==> config.mk <==
export PLATFORM = sky130hd
export DESIGN_NAME = dffe_pipe
export DESIGN_NICKNAME = d
export VERILOG_FILES = /design/src/rtl/dffe_pipe_pkg.sv /design/src/rtl/dffe_pipe_stage.sv /design/src/rtl/dffe_pipe.sv
export SDC_FILE = /design/constraint.sdc
export NUM_CORES = 1
export LEC_CHECK = 0
export ABC_CLOCK_PERIOD_IN_PS = 3870
export CAP_MARGIN = 25
export CORE_ASPECT_RATIO = 0.8
export CORE_MARGIN = 1.5
export CORE_UTILIZATION = 50
export DETAILED_ROUTE_END_ITERATION = 16
export PLACE_DENSITY = 0.76
export SLEW_MARGIN = 20
export SYNTH_ARGS = -nofsm -noshare
export SYNTH_HDL_FRONTEND = slang
export SYNTH_SLANG_ARGS = --single-unit
==> constraint.sdc <==
create_clock -name clk -period 3.87 [get_ports clk]
set_input_delay 1.161 -clock clk [delete_from_list [all_inputs] [get_ports clk]]
set_output_delay 1.161 -clock clk [all_outputs]
set_load 0.01 [all_outputs]
==> src/rtl/dffe_pipe_pkg.sv <==
// dffe_pipe_pkg: shared constants and width helpers for the dffe_pipe
// elastic register pipeline.
package dffe_pipe_pkg;

  localparam int DEFAULT_W     = 8;
  localparam int DEFAULT_DEPTH = 4;

  // Bits needed to hold a count from 0 to depth inclusive (ceil(log2(depth+1))),
  // never less than one bit.
  function automatic int clog2_fill(input int depth);
    int bits;
    bits = 0;
    for (int k = depth; k > 0; k = k >> 1) begin
      bits++;
    end
    return (bits < 1) ? 1 : bits;
  endfunction

  // Fill counter width for the default depth.
  localparam int FILL_W = clog2_fill(DEFAULT_DEPTH);

endpackage

==> src/rtl/dffe_pipe_stage.sv <==
// dffe_pipe_stage: one enabled register stage of the elastic pipeline.
// It keeps a valid bit and a data word. It reports ready when it is empty
// or when the stage downstream is ready. It loads data only on valid words,
// so bubbles never toggle the data register.
// When DFFE_PIPE_SCLR_EN is defined, a synchronous clear input sclr is added.
module dffe_pipe_stage #(
  parameter int W = 8
) (
  input  logic         clk,
  input  logic         clrn,
  input  logic         ena,
`ifdef DFFE_PIPE_SCLR_EN
  input  logic         sclr,
`endif
  input  logic         up_valid,
  input  logic [W-1:0] up_data,
  input  logic         dn_rdy,
  output logic         rdy,
  output logic         v,
  output logic [W-1:0] r
);

  logic         v_q, v_d;
  logic [W-1:0] r_q, r_d;

  assign rdy = ~v_q | dn_rdy;
  assign v   = v_q;
  assign r   = r_q;

  // Next state: move when enabled and ready. Capture data only for a real word.
  always_comb begin
    v_d = v_q;
    r_d = r_q;
    if (ena && rdy) begin
      v_d = up_valid;
      if (up_valid) begin
        r_d = up_data;
      end
    end
`ifdef DFFE_PIPE_SCLR_EN
    if (sclr) begin
      v_d = 1'b0;
      r_d = '0;
    end
`endif
  end

  // State registers with asynchronous active-low clear.
  always_ff @(posedge clk or negedge clrn) begin
    if (!clrn) begin
      v_q <= 1'b0;
      r_q <= '0;
    end else begin
      v_q <= v_d;
      r_q <= r_d;
    end
  end

endmodule

==> src/rtl/dffe_pipe.sv <==
// dffe_pipe: elastic pipeline of DEPTH enabled register stages.
// It has valid/ready handshakes, bubble collapsing and a global enable.
// A combinational ready chain runs from out_ready back to in_ready.
// Optional build macro DFFE_PIPE_SCLR_EN adds the synchronous clear input sclr.
module dffe_pipe
  import dffe_pipe_pkg::*;
#(
  parameter int W     = 8,
  parameter int DEPTH = 4
) (
  input  logic                           clk,
  input  logic                           clrn,
  input  logic                           ena,
`ifdef DFFE_PIPE_SCLR_EN
  input  logic                           sclr,
`endif
  input  logic                           in_valid,
  output logic                           in_ready,
  input  logic [W-1:0]                   d,
  output logic                           out_valid,
  input  logic                           out_ready,
  output logic [W-1:0]                   q,
  output logic [clog2_fill(DEPTH)-1:0]   fill,
  output logic                           full,
  output logic                           empty
);

  localparam int FW = clog2_fill(DEPTH);

  logic          sclr_w;
  logic          accept, deliver;
  logic [FW-1:0] fill_q, fill_d;

`ifdef DFFE_PIPE_SCLR_EN
  assign sclr_w = sclr;
`else
  assign sclr_w = 1'b0;
`endif

  // Each stage keeps its chain signals local to its generate scope.
  // The ready chain therefore spans separate nets, not bits of one shared vector.
  for (genvar gi = 0; gi < DEPTH; gi++) begin : g_stage
    logic         up_valid;
    logic [W-1:0] up_data;
    logic         dn_rdy;
    logic         rdy;
    logic         v;
    logic [W-1:0] r;

    if (gi == 0) begin : g_head
      assign up_valid = in_valid;
      assign up_data  = d;
    end else begin : g_link
      assign up_valid = g_stage[gi-1].v;
      assign up_data  = g_stage[gi-1].r;
    end

    if (gi == DEPTH - 1) begin : g_tail
      assign dn_rdy = out_ready;
    end else begin : g_next
      assign dn_rdy = g_stage[gi+1].rdy;
    end

    dffe_pipe_stage #(.W(W)) u_stage (
      .clk      (clk),
      .clrn     (clrn),
      .ena      (ena),
`ifdef DFFE_PIPE_SCLR_EN
      .sclr     (sclr),
`endif
      .up_valid (up_valid),
      .up_data  (up_data),
      .dn_rdy   (dn_rdy),
      .rdy      (rdy),
      .v        (v),
      .r        (r)
    );
  end

  assign in_ready  = ena & g_stage[0].rdy & ~sclr_w;
  assign out_valid = ena & g_stage[DEPTH-1].v & ~sclr_w;
  assign q         = g_stage[DEPTH-1].r;

  assign accept  = in_valid & in_ready;
  assign deliver = out_valid & out_ready;

  // Occupancy tracks port transfers. A transfer on both ports leaves it unchanged.
  always_comb begin
    fill_d = fill_q;
    if (sclr_w) begin
      fill_d = '0;
    end else if (accept && !deliver) begin
      fill_d = fill_q + FW'(1);
    end else if (deliver && !accept) begin
      fill_d = fill_q - FW'(1);
    end
  end

  // Occupancy register with asynchronous active-low clear.
  always_ff @(posedge clk or negedge clrn) begin
    if (!clrn) begin
      fill_q <= '0;
    end else begin
      fill_q <= fill_d;
    end
  end

  assign fill  = fill_q;
  assign full  = (fill_q == FW'(DEPTH));
  assign empty = (fill_q == '0);

endmodule

# Word-level counts from Yosys, hierarchy flattened
# Index checks and enable logic that the tools add are counted.
# classes
addsub,2
multipliers,0
div,0
n_lt_le_gt_ge,0
n_eq_ne,1
shifts,0
n_mux,2
n_bitwise,12
n_reduce_logical,14
# op_table
operator,count
$reduce_and A2 Y1,4
$logic_and A1 B1 Y1,6
$mux W3,2
$and A1 B1 Y1,4
$not A1 Y1,4
$or A1 B1 Y1,4
$add A3 B1 Y3 const B,1
$eq A3 B3 Y1 const B,1
$logic_not A3 Y1,1
$sub A3 B1 Y3 const B,1
$logic_not A1 Y1,2
$reduce_bool A2 Y1,1
# word_totals
reg_bits,39
latch_bits,0
mem_bits_rw,0
rom_bits,0
inputBits,13
elab_cells,40
memories,0

# Logic depth before layout (Yosys ltp)
# Gate-level depths: netlist of run 1.
# logic_depth
word_depth,11
ltp_mapped,9

# By module
# Synthesis of run 1 repeated with hierarchy kept, for this count alone.
# unflattened
hier_cells,105
area_unflattened_um2,1764.2
# modules_own_cells
mod,instances,cells_per_inst,area_per_inst_um2,seq_area_each_um2
dffe_pipe_stage,4,22,394.1,225.2
dffe_pipe,1,17,187.7,75.1

# Least setup slack after synthesis of run 1
# No wires, ideal clock.
# synth_path
path_type,input-to-output
start,input out_ready
end,output in_ready
arrival_time_ps,1630
required_time_ps,2709
setup_slack_ps,1079
cell_stages,2
path_buffers,0
cell_sequence,and4b_4 -> a21oi_1
# synth_between
elab_chain_cells,5
# synth_lines
item,line_no,text
start: declaration,dffe_pipe.sv:21,"input logic out_ready,"
$or A1 B1 Y1 (4 in a row),dffe_pipe_stage.sv:26,assign rdy = ~v_q | dn_rdy;
$and A1 B1 Y1,dffe_pipe.sv:80,assign in_ready = ena & g_stage[0].rdy & ~sclr_w;
end: declaration,dffe_pipe.sv:18,"output logic in_ready,"
# Every way passes these cells.

# Final worst setup path of run 1
# Same ends and word-level chain as after synthesis.

==> results of run 1 <==
[power by group]
group / switching [mW] / internal, mW / total (mW)
Clock: 0.134 / 0.123 / 0.257
Sequential: 0.0912 / 0.555 / 0.646
Combinational: 0.144 / 0.262 / 0.406
[final timing paths]
kind | endpoint | depth (start not counted) | slack [ns] | startpoint
min reg2reg | g_stage[1].u_stage.r[3] | 1 | 0.50 | g_stage[0].u_stage.r[3]
min in group asynchronous | g_stage[1].u_stage.r[6] | 1 | 0.97 | clrn
max in group asynchronous | fill[0] | 1 | 2.38 | clrn
max reg2reg | fill[2] | 8 | 1.91 | g_stage[3].u_stage.v
max | in_ready | 4 | 0.1 | out_ready
min | g_stage[1].u_stage.r[3] | 1 | 0.50 | g_stage[0].u_stage.r[3]
[registers in the layout, indices dropped and copies added, names as in the netlist]
signal and flops:
fill 3, g_stage.u_stage.v 4, g_stage.u_stage.r 32
[synthesized netlist by cell type]
library cell | number | area share, %
ha_1 | 1 | 0.79
xnor2_1 | 1 | 0.55
and2_2 | 1 | 0.47
a21oi_1 | 1 | 0.32
and2b_2 | 1 | 0.55
fa_1 | 1 | 1.3
xor2_1 | 2 | 1.1
and4b_4 | 1 | 0.87
inv_1 | 3 | 0.71
nor3_1 | 1 | 0.32
nor3b_1 | 1 | 0.47
mux2_2 | 33 | 23
o21ai_0 | 4 | 1.3
nor2_1 | 2 | 0.47
a21oi_4 | 1 | 1.0
and3b_2 | 1 | 0.63
nor2_4 | 3 | 2.1
dfrtp_1 | 39 | 62
nand2_1 | 8 | 1.9
[critical path, delay by kind of cell]
family,cells,cell delay (ns)
AO/OA/AOI/OAI,1,0.16
buffers and inverters,2,1.04
AND/OR/NAND/NOR,1,0.24
[layout make-up]
type / count / area [um^2]
well taps: 40 / 50.0
inverters: 3 / 11.3
multi-input cells: 63 / 596
flip-flops and latches: 39 / 976
repair buffers: 30 / 288
fillers: 234 / 1060
clock buffers: 5 / 68.8
clock inverters: 3 / 15.0
[metal layers]
metal / vias up / wire [um]
met5: - / 0
met4: 0 / 31
met3: 4 / 88
met2: 17 / 1340
met1: 457 / 1240
li1: 435 / -
[cells by family (layout without fill, tap and decap cells)]
kind of cell             count (synthesis)  in the layout  synth area share (%)
AO/OA/AOI/OAI                            6              6                  2.61
XOR/XNOR                                 3              3                  1.66
adder cells (fa/ha/maj)                  2              2                  2.06
buffers and inverters                    3             41                 0.711
flip-flops                              39             39                  61.7
multiplexers                            33             33                  23.5
AND/OR/NAND/NOR                         19             19                  7.83
==> run_results.csv, run 1 <==
group,metric,value,unit
drt,first_iter_violations,56,
setup_path,crit_path_end_kind,"primary output",
timing,fin_crit,3.77,ns
clock_tree,htreeDepth,2,
finish,synthToLayoutAreaGrowth,26.6,%
finish,final_cells,183,
placement,postPlaceCellArea,0.00192,mm^2
die,coreArea,0.00306,mm^2
finish,fin_nets,157,
timing,min_period_over_period,97.5,%
drt,dr.pass1.iters,3,
logic_synthesis,yosysSeqAreaShare,61.7,%
logic_synthesis,synth_nets,120,
die,die_h,53.3,um
grt,grtUsageMet3,6.38,%
setup_path,crit_fanout,4,
clock_tree,clock_sinks,39,
placement,place_hpwl,1960,um
die,start_util,51.7,%
job,max_cap_viol_count,0,
clock_tree,clock_latency,0.28,ns
placement,dp.cells,175,
timing,rsz0062_at_grt,"no",
logic_synthesis,syn-cell-area,0.00158,mm^2
die,ios,28,
grt,antenna_found_initial,0,
drt,via_per_inst,4.99,
die,rows,18,
setup_path,worst_path_largest_cell_delay,0.56,ns
timing,setup_slack,0.0985,ns
drt,drc_errors,0,
logic_synthesis,ys_types,19,
timing,setup_tns,0,ns
drt,dr_total_vias,913,
placement,routabilityCongestion,0.708,
die,die_area,0.00351,mm^2
clock_tree,cts-resized-gates,0,
clock_tree,cts_hold_buf,0,
drt,wl_per_cell,14.7,um
pwr,ir_drop,0.319,mV
clock_tree,numCtsBuffers,5,
worst_hold_path,hold_path.class,"register to register",
grt,grt_max_degree,40,
grt,busiest_layer,"met2",
placement,dp_slack,0.113,ns
die,die_x,65.9,um
placement,port_buffers,27,
logic_synthesis,synthCells,105,
timing,holdWs,0.503,ns
setup_path,arrival,2.61,ns
clock_tree,path_clk_slew,0.07,ns
drt,final_antenna_net_count,0,
setup_path,crit_chain,"clkdlybuf4s50_1 > and4b_4 > a21oi_1 > clkdlybuf4s50_1",
grt,grt_usage,18.9,%
timing,maxSlewHeadroom,45.1,%
setup_path,setup.worst_path.class,"input port to primary output",
logic_synthesis,yosys_warnings,0,
finish,layout_commonest_cell,"dfrtp_1",
pwr,p_per_area,653,mW/mm^2
logic_synthesis,ys_ff_latch,39,
timing,fmax,265,MHz
finish,final_area,0.00200,mm^2
grt,use_met1,23.5,%
setup_path,cp-start-kind,"input port",
grt,met2_usage,30.3,%
drt,wirelength,2700,um
timing,worst_clock_skew,0.00374,ns
finish,postLayoutCoreUtil,65.4,%
finish,most-common-layout-cells,"39 x dfrtp_1, 33 x mux2_2, 26 x clkdlybuf4s50_1",
clock_tree,cts_tree,"yes",
timing,worstMarginPinSlew,0.824,ns
grt,grt_pass1_wl,4710,um
grt,grt_overflow,0,
clock_tree,post_cts_buffers,0,
timing,final-setup-viol-count,0,
timing,slew_viol_final,0,
grt,grt_pass1_vias,1019,
finish,diodes,0,
setup_path,slowest_stage,"clkdlybuf4s50_1",
pwr,p_leak,0.866,nW
pwr,power,1.31,mW
finish,final_layout_size_suffix_gt1_share,37.1,%
timing,hold_viol_final,0,
clock_tree,root_buffer,"clkbuf_8",
setup_path,required,2.71,ns
run_status,status,"complete, no violations",
setup_path,crit_path_frequent_cell,"clkdlybuf4s50_1",
clock_tree,cts_buffer_depth,2,
logic_synthesis,syn_avg_cell_area,15.1,um^2
No activity file was read; power rests on OpenSTA's default activity.
==> run 2, diff against run 1 <==
CORE_MARGIN = 8   (was 1.5)
CTS_BUF_LIST = sky130_fd_sc_hd__clkbuf_4 sky130_fd_sc_hd__clkbuf_8 sky130_fd_sc_hd__clkbuf_16   (was unset)
==> run 2 against run 1 <==
  * Clock skew about the same
  * Hold slack better by 0.0011 ns
  * Design area up 1.4%
  * Fmax up 1.7%
  * Flip-flop and latch count unchanged
  * Non-clock buffer count up 1
  * Clock power up 15%
  * Die area up 49%
  * Via count up 2.5%
  * First-iteration DRC count down 70%
  * Critical path depth unchanged
  * Critical path type unchanged
  * Largest cell class unchanged
==> run_results.csv, run 2 (synthesis results as in run 1) <==
group,metric,value,unit
run_status,status,"complete, no violations",
timing,fmax,270,MHz
pwr,p_per_area,667,mW/mm^2
drt,dr_total_vias,936,
drt,via_per_inst,5.09,
drt,dr.pass1.iters,3,
pwr,p_leak,0.874,nW
finish,synthToLayoutAreaGrowth,28.4,%
die,die_area,0.00523,mm^2
finish,diodes,0,
grt,grt_overflow,0,
clock_tree,clock_sinks,39,
clock_tree,numCtsBuffers,5,
clock_tree,cts_tree,"yes",
pwr,switching_power,375,uW
pwr,combPwrFrac,30.5,%
die,ios,28,
setup_path,crit_path_frequent_cell,"clkdlybuf4s50_1",
setup_path,slowest_stage,"clkdlybuf4s50_1",
grt,use_met1,13.2,%
drt,final_antenna_net_count,0,
drt,wl_per_cell,16.1,um
placement,place_hpwl,2160,um
grt,grt_usage,12.9,%
clock_tree,root_buffer,"clkbuf_8",
drt,drc_errors,0,
setup_path,setup.worst_path.class,"input port to primary output",
grt,antenna_found_initial,0,
finish,seq_area,976,um^2
grt,grt_max_degree,40,
setup_path,worst_path_largest_cell_delay,0.55,ns
finish,multi_input_area,596,um^2
clock_tree,htreeDepth,2,
timing,rsz0062_at_grt,"no",
setup_path,arrival,2.55,ns
finish,largest_register_ffs,32,
drt,wirelength,2970,um
finish,final_layout_size_suffix_gt1_share,37.5,%
finish,layout_commonest_cell,"dfrtp_1",
timing,fin_crit,3.71,ns
setup_path,cp-start-kind,"input port",
finish,fin_nets,158,
timing,maxSlewHeadroom,44.1,%
grt,grt_pass1_wl,5060,um
setup_path,crit_fanout,2,
worst_hold_path,hold_path.class,"register to register",
timing,setup_tns,0,ns
clock_tree,path_clk_slew,0.07,ns
placement,postPlaceCellArea,0.00193,mm^2
finish,fillCellCount,228,
grt,grtUsageMet3,5.30,%
pwr,clockPowerShare,21.9,%
timing,hold_viol_final,0,
timing,slew_viol_final,0,
timing,worstMarginPinSlew,0.839,ns
timing,worst_clock_skew,0.00405,ns
pwr,ir_drop,0.352,mV
drt,first_iter_violations,17,
clock_tree,cts_buffer_depth,2,
timing,min_period_over_period,95.8,%
clock_tree,cts-resized-gates,0,
grt,met2_usage,22.6,%
placement,port_buffers,27,
grt,busiest_layer,"met2",
finish,final_area,0.00203,mm^2
job,max_cap_viol_count,0,
placement,routabilityCongestion,0.850,
clock_tree,post_cts_buffers,0,
die,start_util,51.7,%
clock_tree,cts_hold_buf,0,
setup_path,crit_path_end_kind,"primary output",
timing,final-setup-viol-count,0,
setup_path,required,2.71,ns
pwr,p_sw_share,27.7,%
die,rows,18,
die,coreArea,0.00306,mm^2
die,die_x,78.9,um
finish,most-common-layout-cells,"39 x dfrtp_1, 33 x mux2_2, 26 x clkdlybuf4s50_1",
clock_tree,clock_latency,0.29,ns
pwr,p_int,980,uW
die,die_h,66.3,um
grt,grt_pass1_vias,1070,
setup_path,crit_chain,"clkdlybuf4s50_1 > and4b_4 > a21oi_1 > clkdlybuf4s50_1",
pwr,p_seq_share,47.6,%
[run 2: final timing paths]
path | cells past startpoint | end | slack, ns | start
worst max register to register | 9 | fill[2] | 1.81 | g_stage[3].u_stage.v
max in group asynchronous | 1 | g_stage[3].u_stage.v | 2.37 | clrn
worst max-delay path | 4 | in_ready | 0.16 | out_ready
worst min register to register | 1 | g_stage[1].u_stage.r[2] | 0.50 | g_stage[1].u_stage.r[2]
min in group asynchronous | 1 | g_stage[1].u_stage.r[0] | 0.97 | clrn
worst min-delay path | 1 | g_stage[1].u_stage.r[2] | 0.50 | g_stage[1].u_stage.r[2]
[run 2: power groups by stage]
stage / combinational (mW) / clock [mW] / sequential, mW
floorplan: 0.194 / 0 / 0.660
global placement: 0.403 / 0 / 0.642
detailed placement: 0.422 / 0 / 0.655
CTS: 0.424 / 0.306 / 0.647
global route: 0.450 / 0.324 / 0.670
finish: 0.413 / 0.296 / 0.645
[run 2: worst max-delay path, delay by kind of cell]
kind,cells,cell delay (ns)
AO/OA/AOI/OAI,1,0.14
buffers and inverters,2,1.04
AND/OR/NAND/NOR,1,0.21
[run 2: metrics by stage]
stage               std cells  util (%)  setup WS, ns  total power [mW]  hold slack (ns)
global placement          176      62.9         0.171              1.05            0.485
finish                    184      66.3         0.162              1.36            0.504
floorplan                 105         -          1.08             0.853            0.475
CTS                       184      66.3         0.153              1.38            0.508
global route              184      66.3         0.138              1.44            0.525
detailed placement        176      62.9         0.174              1.08            0.492
[run 2: layer usage]
layer  vias up  part of all wire, %
met5         -                    0
met4         0                  2.4
met3         7                  5.9
met2        18                   52
met1       475                   40
li1        436                    -
[run 2: layout make-up]
| type | instances | area share [%] |
|---|---|---|
| well taps | 40 | 2.46 |
| inverters | 3 | 0.554 |
| clock inverters | 1 | 0.369 |
| flip-flops and latches | 39 | 48.0 |
| repair buffers | 31 | 14.5 |
| multi-input cells | 63 | 29.3 |
| clock buffers | 7 | 4.74 |
==> run 3, diff against run 2 <==
ABC_CLOCK_PERIOD_IN_PS = 3900   (was 3870)
clock period = 3.9 ns   (was 3.87 ns; I/O delays follow)
==> run 3 against run 2 <==
  * Flip-flop and latch count stayed put
  * Sequential power is 0.9% lower
  * Critical path depth stayed put
  * Count of clock-buffer cells in the layout is 1 higher
  * First-iteration DRC count grew to 2.8 times the previous value
  * Non-clock buffer count is 1 lower
  * Combinational power is 1% lower
  * Design area is 0.37% lower
  * Hold slack worse by 0.0021 ns
  * Sequential share of layout area is 0.18 points higher
  * Global-route usage is 0.54 points lower
  * Via count is 0.11% lower
  * Critical path type unchanged
  * Largest cell class unchanged
==> run_results.csv, run 3 (synthesis results as in run 1) <==
group,metric,value,unit
run_status,status,"complete, no violations",
die,rows,18,
timing,maxSlewHeadroom,44.4,%
setup_path,slowest_stage,"clkdlybuf4s50_1",
placement,port_buffers,27,
timing,min_period_over_period,96.6,%
timing,fmax,266,MHz
timing,rsz0062_at_grt,"no",
drt,drc_errors,0,
worst_hold_path,min_to,"g_stage[0].u_stage.r[4]",
finish,postLayoutCoreUtil,66.1,%
grt,grt_pass1_wl,4790,um
pwr,p_leak,0.873,nW
setup_path,r2r_slack,1.97,ns
grt,grt_max_degree,40,
clock_tree,post_cts_buffers,0,
timing,worst_clock_skew,0.00815,ns
timing,fin_crit,3.77,ns
clock_tree,clock_latency,0.29,ns
pwr,p_per_area,663,mW/mm^2
drt,wl_per_cell,15.4,um
die,die_x,78.9,um
setup_path,required,2.73,ns
setup_path,r2r-start,"g_stage[3].u_stage.v",
die,die_h,66.3,um
setup_path,crit_buf_inv,2,
job,max_cap_viol_count,0,
finish,final_layout_size_suffix_gt1_share,37.1,%
clock_tree,cts_hold_buf,0,
timing,worstMarginPinSlew,0.833,ns
pwr,power,1.34,mW
pwr,ir_drop,0.332,mV
finish,most-common-layout-cells,"39 x dfrtp_1, 33 x mux2_2, 26 x clkdlybuf4s50_1",
timing,hold_viol_final,0,
worst_hold_path,hp-start,"g_stage[0].u_stage.r[4]",
setup_path,rr_worst_depth,8,
setup_path,crit_path_frequent_cell,"clkdlybuf4s50_1",
clock_tree,root_buffer,"clkbuf_8",
drt,dr.pass1.iters,2,
drt,wirelength,2820,um
finish,layout_commonest_cell,"dfrtp_1",
setup_path,crit_fanout,4,
die,start_util,51.7,%
finish,final_cells,183,
die,die_area,0.00523,mm^2
finish,largest_register_ffs,32,
setup_path,worst_path_largest_cell_delay,0.56,ns
clock_tree,htreeDepth,2,
die,ios,28,
grt,grt_pass1_vias,998,
setup_path,rr_endpoint,"fill[2]",
setup_path,crit_chain,"clkdlybuf4s50_1 > and4b_4 > a21oi_1 > clkdlybuf4s50_1",
drt,first_iter_violations,47,
worst_hold_path,worstHoldPathCells,1,
drt,dr_total_vias,935,
setup_path,crit_path_end_kind,"primary output",
finish,synthToLayoutAreaGrowth,27.9,%
placement,place_hpwl,2090,um
worst_hold_path,hold_path.class,"register to register",
drt,final_antenna_net_count,0,
finish,diodes,0,
placement,postPlaceCellArea,0.00192,mm^2
clock_tree,cts-resized-gates,0,
grt,grt_overflow,0,
timing,final-setup-viol-count,0,
grt,grt_usage,12.4,%
die,coreArea,0.00306,mm^2
finish,final_area,0.00202,mm^2
clock_tree,path_clk_slew,0.06,ns
clock_tree,numCtsBuffers,5,
setup_path,arrival,2.60,ns
finish,fin_nets,157,
clock_tree,clock_sinks,39,
setup_path,cp-start-kind,"input port",
placement,routabilityCongestion,0.789,
timing,setup_tns,0,ns
setup_path,setup.worst_path.class,"input port to primary output",
placement,dp.cells,175,
grt,antenna_found_initial,0,
setup_path,critPathTopFamily,"buffers and inverters",
clock_tree,cts_tree,"yes",
drt,via_per_inst,5.11,
timing,slew_viol_final,0,
clock_tree,cts_buffer_depth,2,
[run 3: cell types whose count changed in the layout (fill, tap and decap cells not counted)]
cell	delta
clkinvlp_4	-1
buf_4	-1
clkbuf_4	+1
[run 3: final cells by class]
type	instances	area [um^2]
multi-input combinational	63	596
tap	40	50.0
inverter	3	11.3
clock buffer	8	104
timing repair buffer	30	288
sequential	39	976
fill	245	1040
[run 3: how the worst max path moves through the flow]
stage / start / end / slack (ns) / cells after the start
finish: out_ready / in_ready / 0.13 / 4
global route: out_ready / in_ready / 0.09 / 4
CTS: out_ready / in_ready / 0.11 / 4
detailed placement: out_ready / in_ready / 0.11 / 4
global placement: out_ready / in_ready / 0.15 / 4
floorplan: out_ready / in_ready / 1.09 / 2
[run 3: report_power, final]
| part | switching, mW | internal (mW) |
|---|---|---|
| clock | 0.128 | 0.168 |
| sequential | 0.0879 | 0.551 |
| combinational | 0.147 | 0.260 |
| total | 0.363 | 0.979 |
[run 3: stage by stage]
stage / setup WS [ns] / hold slack (ns)
5_1_grt: 0.0895 / 0.511
3_5_place_dp: 0.114 / 0.491
4_1_cts: 0.112 / 0.507
3_3_place_gp: 0.148 / 0.485
6_report: 0.134 / 0.502
2_1_floorplan: 1.09 / 0.475
[run 3: per-layer routing]
metal,track usage (%),up-vias,part of all wire [%]
li1,-,434,-
met1,13.0,476,42
met2,20.3,17,50
met3,5.84,8,5.6
met4,6.91,0,2.1
met5,0,-,0
==> patch, RTL diff (config.mk and constraints of run 1) <==
`W` is set to 8 in 2 places; all go to 6.
--- a/src/rtl/dffe_pipe_stage.sv
+++ b/src/rtl/dffe_pipe_stage.sv
@@ -4,7 +4,7 @@
 // so bubbles never toggle the data register.
 // When DFFE_PIPE_SCLR_EN is defined, a synchronous clear input sclr is added.
 module dffe_pipe_stage #(
-  parameter int W = 8
+  parameter int W = 6
 ) (
   input  logic         clk,
   input  logic         clrn,
--- a/src/rtl/dffe_pipe.sv
+++ b/src/rtl/dffe_pipe.sv
@@ -5,7 +5,7 @@
 module dffe_pipe
   import dffe_pipe_pkg::*;
 #(
-  parameter int W     = 8,
+  parameter int W     = 6,
   parameter int DEPTH = 4
 ) (
   input  logic                           clk,
Ports: changed (resized d and q); port bits go from 28 to 24. The function was not compared with the original's and may differ.
==> patch against run 1 <==
- synthesized area shrank 19%
- sequential power shrank 20%
- clock power shrank 31%
- cell area shrank 19%
- worst setup slack gained 0.0048 ns
- non-clock buffer count shrank 3
- clock skew shrank 0.0017 ns
- highest routed layer unchanged
- total power shrank 21%
- critical path depth is the same
- sequential cell count shrank 8
- routed wire length shrank 22%
- fmax grew 0.13%
==> patch: results (changes against run 1) <==
[status]
status=completed

[routing]
wl_met1_um=960  ; -22%
vias=780  ; -15%
drt_iter0_drc=31  ; -45%
wl_per_cell_um=13.4  ; -8.8%
wl_met3_um=95  ; +8.0%

[sta]
clock-skew-final_ns=0.00202  ; -0.00172 ns

[critical_path]
critPathMaxFanout=5  ; +1

[placement]
portBuffers=23  ; -15%
place_hpwl_mm=1.50  ; -23%
place_ws_ns=0.101  ; -0.0126 ns

[global_route]
grt_pass1_vias=814  ; -20%
grt_pass1_wl_mm=3.60  ; -24%
grt_usage_pct=17.4  ; -1.5 points

[die]
core-area_um2=2440  ; -20%

[finish]
drive_gt1_share_pct=31.4  ; -5.7 points

[pwr]
p_seq_w=0.000516  ; -20%
pwr-share-comb_pct=32.8  ; +1.8 points
power_density_nw_per_um2=634  ; -2.9%
peakVddDrop_v=0.000310  ; -2.8%

[clocking]
cts_root_buf=clkbuf_4
clk_latency_ns=0.32  ; +0.04 ns

[synth]
ys_seq_area_share_pct=60.5  ; -1.2 points
synth_common_cells=dfrtp_1 (31), mux2_2 (25), nand2_1 (7)
syn_nets=101  ; -16%
synth_area_leaders=dfrtp_1 (60%), mux2_2 (22%), nand2_1 (2.0%)

-- patch: final timing paths --
path / startpoint / depth (start not counted) / slack, ns / endpoint
hold reg to reg: g_stage[0].u_stage.r[4]$_DFFE_PN0P_ / 1 / 0.51 / g_stage[0].u_stage.r[4]$_DFFE_PN0P_
setup reg to reg: g_stage[3].u_stage.v$_DFFE_PN0P_ / 9 / 1.79 / fill[2]$_DFFE_PN0P_
max in group asynchronous: clrn / 2 / 2.37 / g_stage[1].u_stage.r[4]$_DFFE_PN0P_
min in group asynchronous: clrn / 2 / 1.22 / g_stage[3].u_stage.v$_DFFE_PN0P_
hold / removal: g_stage[0].u_stage.r[4]$_DFFE_PN0P_ / 1 / 0.51 / g_stage[0].u_stage.r[4]$_DFFE_PN0P_
setup / recovery: out_ready / 4 / 0.10 / in_ready
-- patch: metal layers --
layer	vias to the layer above	track usage [%]
met5	-	0
met4	0	7.78
met3	5	5.61
met2	15	27.3
met1	390	22.0
li1	370	-
-- patch: cell families after synthesis --
family / Yosys count / synth area share [%]
DFF: 31 / 60.5
adders and majority gates: 2 / 2.54
and+or+nand+nor: 17 / 7.71
muxes: 25 / 22.0
xor gates and xnor gates: 3 / 2.05
buffers and inverters: 4 / 1.37
AOI/OAI and AO/OA: 6 / 3.90
-- patch: area by class of cell --
class                   count  area, um^2
clock inverters             1        5.00
repair buffers             27         260
flip-flops and latches     31         776
multi-input cells          53         489
well taps                  36        45.0
clock buffers               7        45.0
fillers                   207         815
inverters                   2        7.51
-- patch: worst reg2reg max path: cells and delay by family (launching register included) --
family | cells | cell delay (ns)
xor+xnor | 2 | 0.30
fa+ha+maj | 2 | 0.58
flops | 1 | 0.43
compound gates | 1 | 0.15
buf+inv | 2 | 0.21
simple gates | 2 | 0.34
